`config.mk`:
```
export PLATFORM = sky130hd
export DESIGN_NAME = fetch_stage
export DESIGN_NICKNAME = d
export VERILOG_FILES = /design/src/rtl/fetch_stage.sv
export SDC_FILE = /design/constraint.sdc
export NUM_CORES = 1
export LEC_CHECK = 0
export ABC_AREA = 0
export BUFFER_PORTS_ARGS = -buffer_cell sky130_fd_sc_hd__clkbuf_2
export CORE_ASPECT_RATIO = 1.4
export CORE_UTILIZATION = 26
export DETAILED_ROUTE_END_ITERATION = 10
export GPL_ROUTABILITY_DRIVEN = 0
export PLACE_DENSITY_LB_ADDON = 0.05
export SLEW_MARGIN = 20
export SYNTH_ARGS = -nofsm -noshare
export SYNTH_HDL_FRONTEND = slang
export SYNTH_SLANG_ARGS = --single-unit
```
`constraint.sdc`:
```
create_clock -name clk -period 12.1 [get_ports clk]
set_input_delay 1.815 -clock clk [delete_from_list [all_inputs] [get_ports clk]]
set_output_delay 1.815 -clock clk [all_outputs]
set_load 0.005 [all_outputs]
```
`src/rtl/fetch_stage.sv`:
```
// fetch_stage: MIPS-style instruction fetch with a one-entry response buffer, redirect and HALT.
// Define FETCH_STAT_EN to build the fetch/stall statistics counters; otherwise they read 0.
package mips_pkg;
  typedef logic [31:0] Instruct;
  localparam logic [5:0] OP_HALT = 6'b010001;
endpackage

module fetch_stage #(
  parameter int unsigned     ADDR     = 32,
  parameter logic [ADDR-1:0] RESET_PC = '0
) (
  input  logic                clk,
  input  logic                rst,
  output logic                imem_req,
  output logic [ADDR-1:0]     imem_addr,
  input  logic                imem_rvalid,
  input  logic [31:0]         imem_rdata,
  input  logic                stall,
  input  logic                redirect,
  input  logic [ADDR-1:0]     redirect_pc,
  output logic                id_valid,
  output mips_pkg::Instruct   id_instr,
  output logic [ADDR-1:0]     id_pc,
  output logic                halted,
  output logic [31:0]         fetch_count,
  output logic [31:0]         stall_count
);

  typedef enum logic [1:0] {INIT, RUN, BUF, HLT} state_t;

  state_t            state;
  logic [ADDR-1:0]   pc;
  logic [ADDR-1:0]   pc_inc;
  logic              req;
  logic              fire;
  mips_pkg::Instruct buf_instr;
  logic [ADDR-1:0]   buf_pc;

  assign imem_req  = req;
  assign imem_addr = pc;
  assign fire      = req & imem_rvalid;
  assign pc_inc    = pc + ADDR'(4);

  function automatic logic is_halt(input mips_pkg::Instruct instr);
    return instr[31:26] == mips_pkg::OP_HALT;
  endfunction

  // NOTE: sequential state uses non-blocking assignments so every register samples pre-edge values.
  always_ff @(posedge clk or posedge rst) begin
    if (rst) begin
      state    <= INIT;
      pc       <= RESET_PC;
      req      <= 1'b0;
      id_valid <= 1'b0;
      id_instr <= '0;
      id_pc    <= '0;
      halted   <= 1'b0;
    end else if (redirect) begin
      // Redirect wins over everything, including a response landing this cycle.
      state    <= RUN;
      req      <= 1'b1;
      pc       <= {redirect_pc[ADDR-1:2], 2'b00};
      id_valid <= 1'b0;
      halted   <= 1'b0;
    end else begin
      case (state)
        INIT: begin
          state <= RUN;
          req   <= 1'b1;
        end
        RUN: begin
          if (fire) begin
            pc <= pc_inc;
            if (stall) begin
              state <= BUF;
              req   <= 1'b0;
            end else begin
              id_valid <= 1'b1;
              id_instr <= imem_rdata;
              id_pc    <= pc;
              if (is_halt(imem_rdata)) begin
                state  <= HLT;
                req    <= 1'b0;
                halted <= 1'b1;
              end
            end
          end else if (!stall) begin
            id_valid <= 1'b0;
          end
        end
        BUF: begin
          if (!stall) begin
            id_valid <= 1'b1;
            id_instr <= buf_instr;
            id_pc    <= buf_pc;
            if (is_halt(buf_instr)) begin
              state  <= HLT;
              halted <= 1'b1;
            end else begin
              state <= RUN;
              req   <= 1'b1;
            end
          end
        end
        HLT: ;
        default: begin
          state <= INIT;
          req   <= 1'b0;
        end
      endcase
    end
  end

  // NOTE: the buffer payload has no reset; it is only read in BUF, which always follows a capture.
  always_ff @(posedge clk) begin
    if (state == RUN && fire && stall && !redirect) begin
      buf_instr <= imem_rdata;
      buf_pc    <= pc;
    end
  end

`ifdef FETCH_STAT_EN
  logic        id_load;
  logic [31:0] fetch_cnt;
  logic [31:0] stall_cnt;

  assign id_load = !redirect && !stall && ((state == RUN && fire) || state == BUF);

  always_ff @(posedge clk or posedge rst) begin
    if (rst) begin
      fetch_cnt <= '0;
      stall_cnt <= '0;
    end else begin
      if (id_load)           fetch_cnt <= fetch_cnt + 32'd1;
      if (stall && id_valid) stall_cnt <= stall_cnt + 32'd1;
    end
  end

  assign fetch_count = fetch_cnt;
  assign stall_count = stall_cnt;
`else
  assign fetch_count = '0;
  assign stall_count = '0;
`endif

endmodule

```
==> impl_metrics.sql <==
INSERT INTO impl_metrics (metric_group, metric, value, unit) VALUES
('critical_path', 'reg2reg_setup_slack', '9.30', 'ns'),
('routing', 'drt_drc_violations_left', '0', ''),
('sta', 'fin_worst_hold_slack', '0.494', 'ns'),
('logic_synthesis', 'synth.avg_cell_area', '12.9', 'µm²'),
('pwr', 'leakagePower', '0.00377', 'µW'),
('sta', 'setup_violation_total_in_the_final_timing_report', '0', ''),
('clocking', 'cts_hold_buf', '0', ''),
('layout', 'num-nets-final', '819', ''),
('logic_synthesis', 'netlist.top_cell.by_area', 'dfrtp_1', ''),
('routing', 'route.detailed.vias_per_inst', '4.48', ''),
('sta', 'min_period', '3.84', 'ns'),
('logic_synthesis', 'synth-main-ff-cell', 'dfrtp_1', ''),
('routing', 'postRouteWirelength', '20000', 'µm'),
('global_routing', 'grt_util_all_layers', '13.7', '%'),
('logic_synthesis', 'synth_area_leaders', 'dfrtp_1 32%, edfxtp_1 24%, mux2_2 18%', ''),
('floorplan', 'io-pin-count', '232', ''),
('floorplan', 'placementRows', '73', ''),
('layout', 'drive_gt1_share', '43.3', '%'),
('global_routing', 'grt_max_degree', '73', ''),
('sta', 'rsz0062_at_grt', 'false', ''),
('critical_path', 'setup.worst_path.end_class', 'register', ''),
('sta', 'worst_slew_margin_rel', '32.0', '%'),
('routing', 'vias', '5083', ''),
('logic_synthesis', 'synthArstFlopShare', '61.0', '%'),
('layout', 'number_of_antenna_cells_inserted', '0', ''),
('floorplan', 'starting_density', '26.6', '%'),
('pwr', 'peakVddDrop', '0.000110', 'V'),
('clocking', 'clock_tree.root_cell', 'clkbuf_16', ''),
('floorplan', 'design.core.area', '28600', 'µm²'),
('sta', 'fmax', '261', 'MHz'),
('sta', 'fin_skew', '0.00895', 'ns'),
('clocking', 'tritoncts_clock_tree', 'built', ''),
('clocking', 'cts_num_sinks', '159', ''),
('clocking', 'post-cts-setup-buffers', '0', ''),
('pwr', 'sw_power', '567', 'µW'),
('critical_path', 'timing.critical_path.slowest_cell_delay', '0.66', 'ns'),
('job', 'cap_viol_max_count', '0', ''),
('global_routing', 'use_met2', '23.4', '%'),
('pwr', 'power.share.sequential', '42.4', '%'),
('global_routing', 'globalRouteMet3Util', '3.83', '%'),
('logic_synthesis', 'synth-edff-count', '62', ''),
('sta', 'setup-tns-final', '0', 'ns'),
('global_routing', 'top_usage_layer', 'met2', ''),
('pwr', 'cellInternalPower', '1300', 'µW'),
('pwr', 'power.share.switching', '30.3', '%'),
('critical_path', 'critical_path_class', 'in2reg', ''),
('logic_synthesis', 'synth_cell_type_count', '49', ''),
('sta', 'final_hold_viol_count', '0', ''),
('critical_path', 'arrival', '4.15', 'ns'),
('clocking', 'clock_latency', '0.43', 'ns'),
('sta', 'slew_viol_final', '0', ''),
('sta', 'timing_worst_slew_pin_value', '1.02', 'ns'),
('clocking', 'cts_buffers', '17', ''),
('clocking', 'clock_path_buffers', '2', ''),
('logic_synthesis', 'synth-seq-area-share', '56.3', '%'),
('routing', 'drt_initial_violations', '193', ''),
('critical_path', 'critPathMaxFanout', '37', ''),
('pwr', 'share_comb_of_total_power', '29.2', '%'),
('global_routing', 'grt_overflow', '0', ''),
('floorplan', 'fp.dieArea', '30000', 'µm²'),
('pwr', 'power.clock.fraction', '28.4', '%'),
('layout', 'n_fill_cell', '2897', ''),
('layout', 'fin_util', '32.0', '%'),
('global_routing', 'grt_util_met1', '16.1', '%'),
('place', 'place_hpwl', '13400', 'µm'),
('outcome', 'run_status', 'completed', ''),
('floorplan', 'chipWidth', '147', 'µm'),
('logic_synthesis', 'synth.yosys.warnings', '0', ''),
('layout', 'layout.cells.most_common', 'clkbuf_2', ''),
('place', 'buffer_ports.inserted', '161', ''),
('min_path', 'holdCritPathClass', 'reg2reg', '');
[critical path: cells and delay by family]
| kind | cells | cell delay [ns] |
|---|---|---|
| mux | 1 | 0.30 |
| simple gates | 1 | 0.54 |
| buf+inv | 3 | 1.45 |
[final cells by class]
cell class / instances / area, µm² / area share, %
repair buffers: 166 / 856 / 9.36
clock buffers: 18 / 429 / 4.69
clock inverters: 14 / 143 / 1.56
flip-flops and latches: 159 / 4290 / 46.9
well taps: 375 / 469 / 5.13
multi-input cells: 393 / 2920 / 31.9
inverters: 9 / 36.3 / 0.397
[per-layer routing]
layer,vias to the layer above,part of all wire (%)
li1,2350,-
met2,165,50
met1,2540,43
met3,26,5.1
met4,2,1.6
met5,-,0.055
[state kept, by name, indices dropped and copies added, names as in the netlist]
register	flops
state	2
id_valid	1
imem_addr	30
id_pc	30
imem_req	1
id_instr	32
buf_pc	30
halted	1
buf_instr	32
[stage by stage]
| step | setup WS, ns | total power, µW | instances | area (µm²) |
|---|---|---|---|---|
| finish | 8.26 | 1870 | 1134 | 9140 |
| floorplan | 5.08 | 1140 | 659 | 7870 |
| detailed placement | 7.33 | 1370 | 1101 | 8550 |
| global route | 7.99 | 2000 | 1134 | 9140 |
| global placement | 7.37 | 1350 | 1101 | 8550 |
| CTS | 7.79 | 1910 | 1133 | 9120 |
[synthesized netlist by cell type, types with 2 or more instances]
cell type,number
a211o_1,2
a21boi_0,2
a21oi_1,3
a31oi_1,15
and2_1,4
and3_1,5
and4_1,6
buf_2,11
buf_4,69
buf_6,2
clkbuf_1,16
dfrtp_1,97
edfxtp_1,62
ha_1,4
inv_1,8
mux2_2,120
nand2_1,28
nand3_1,17
nand4_1,11
nor2_1,18
nor2b_1,2
nor3_1,4
nor4_1,4
nor4b_1,2
o21ai_0,19
o31ai_1,14
or4_1,16
xnor2_1,6
xor2_1,5
[logic make-up (layout without fill, tap and decap cells)]
kind of cell / Yosys count / in the layout / share of synthesized area, %
AOI/OAI and AO/OA: 66 / 66 / 5.73
xor gates and xnor gates: 11 / 11 / 1.26
adders and majority gates: 4 / 4 / 0.657
buffers and inverters: 107 / 207 / 9.05
DFF: 159 / 159 / 56.3
muxes: 121 / 121 / 17.9
other: 1 / 68 / 0.0492
and+or+nand+nor: 123 / 123 / 9.07
[worst paths after layout]
kind                            startpoint  depth (start not counted)       endpoint
worst max register to register    state[1]                          6  imem_addr[18]
max in group asynchronous              rst                          3         halted
min in group asynchronous              rst                          2   id_instr[10]
worst min-delay path                halted                          1         halted
worst max-delay path              redirect                          5   id_instr[25]
worst min register to register      halted                          1         halted
[power by group through the flow]
stage	Combinational (µW)	Clock [µW]	Sequential [µW]
after floorplan	342	0	801
after global placement	552	0	799
after detailed placement	561	0	806
after CTS	563	554	795
after global routing	606	574	816
final	545	530	792
Note: power is estimated with default switching activity, not from simulation.
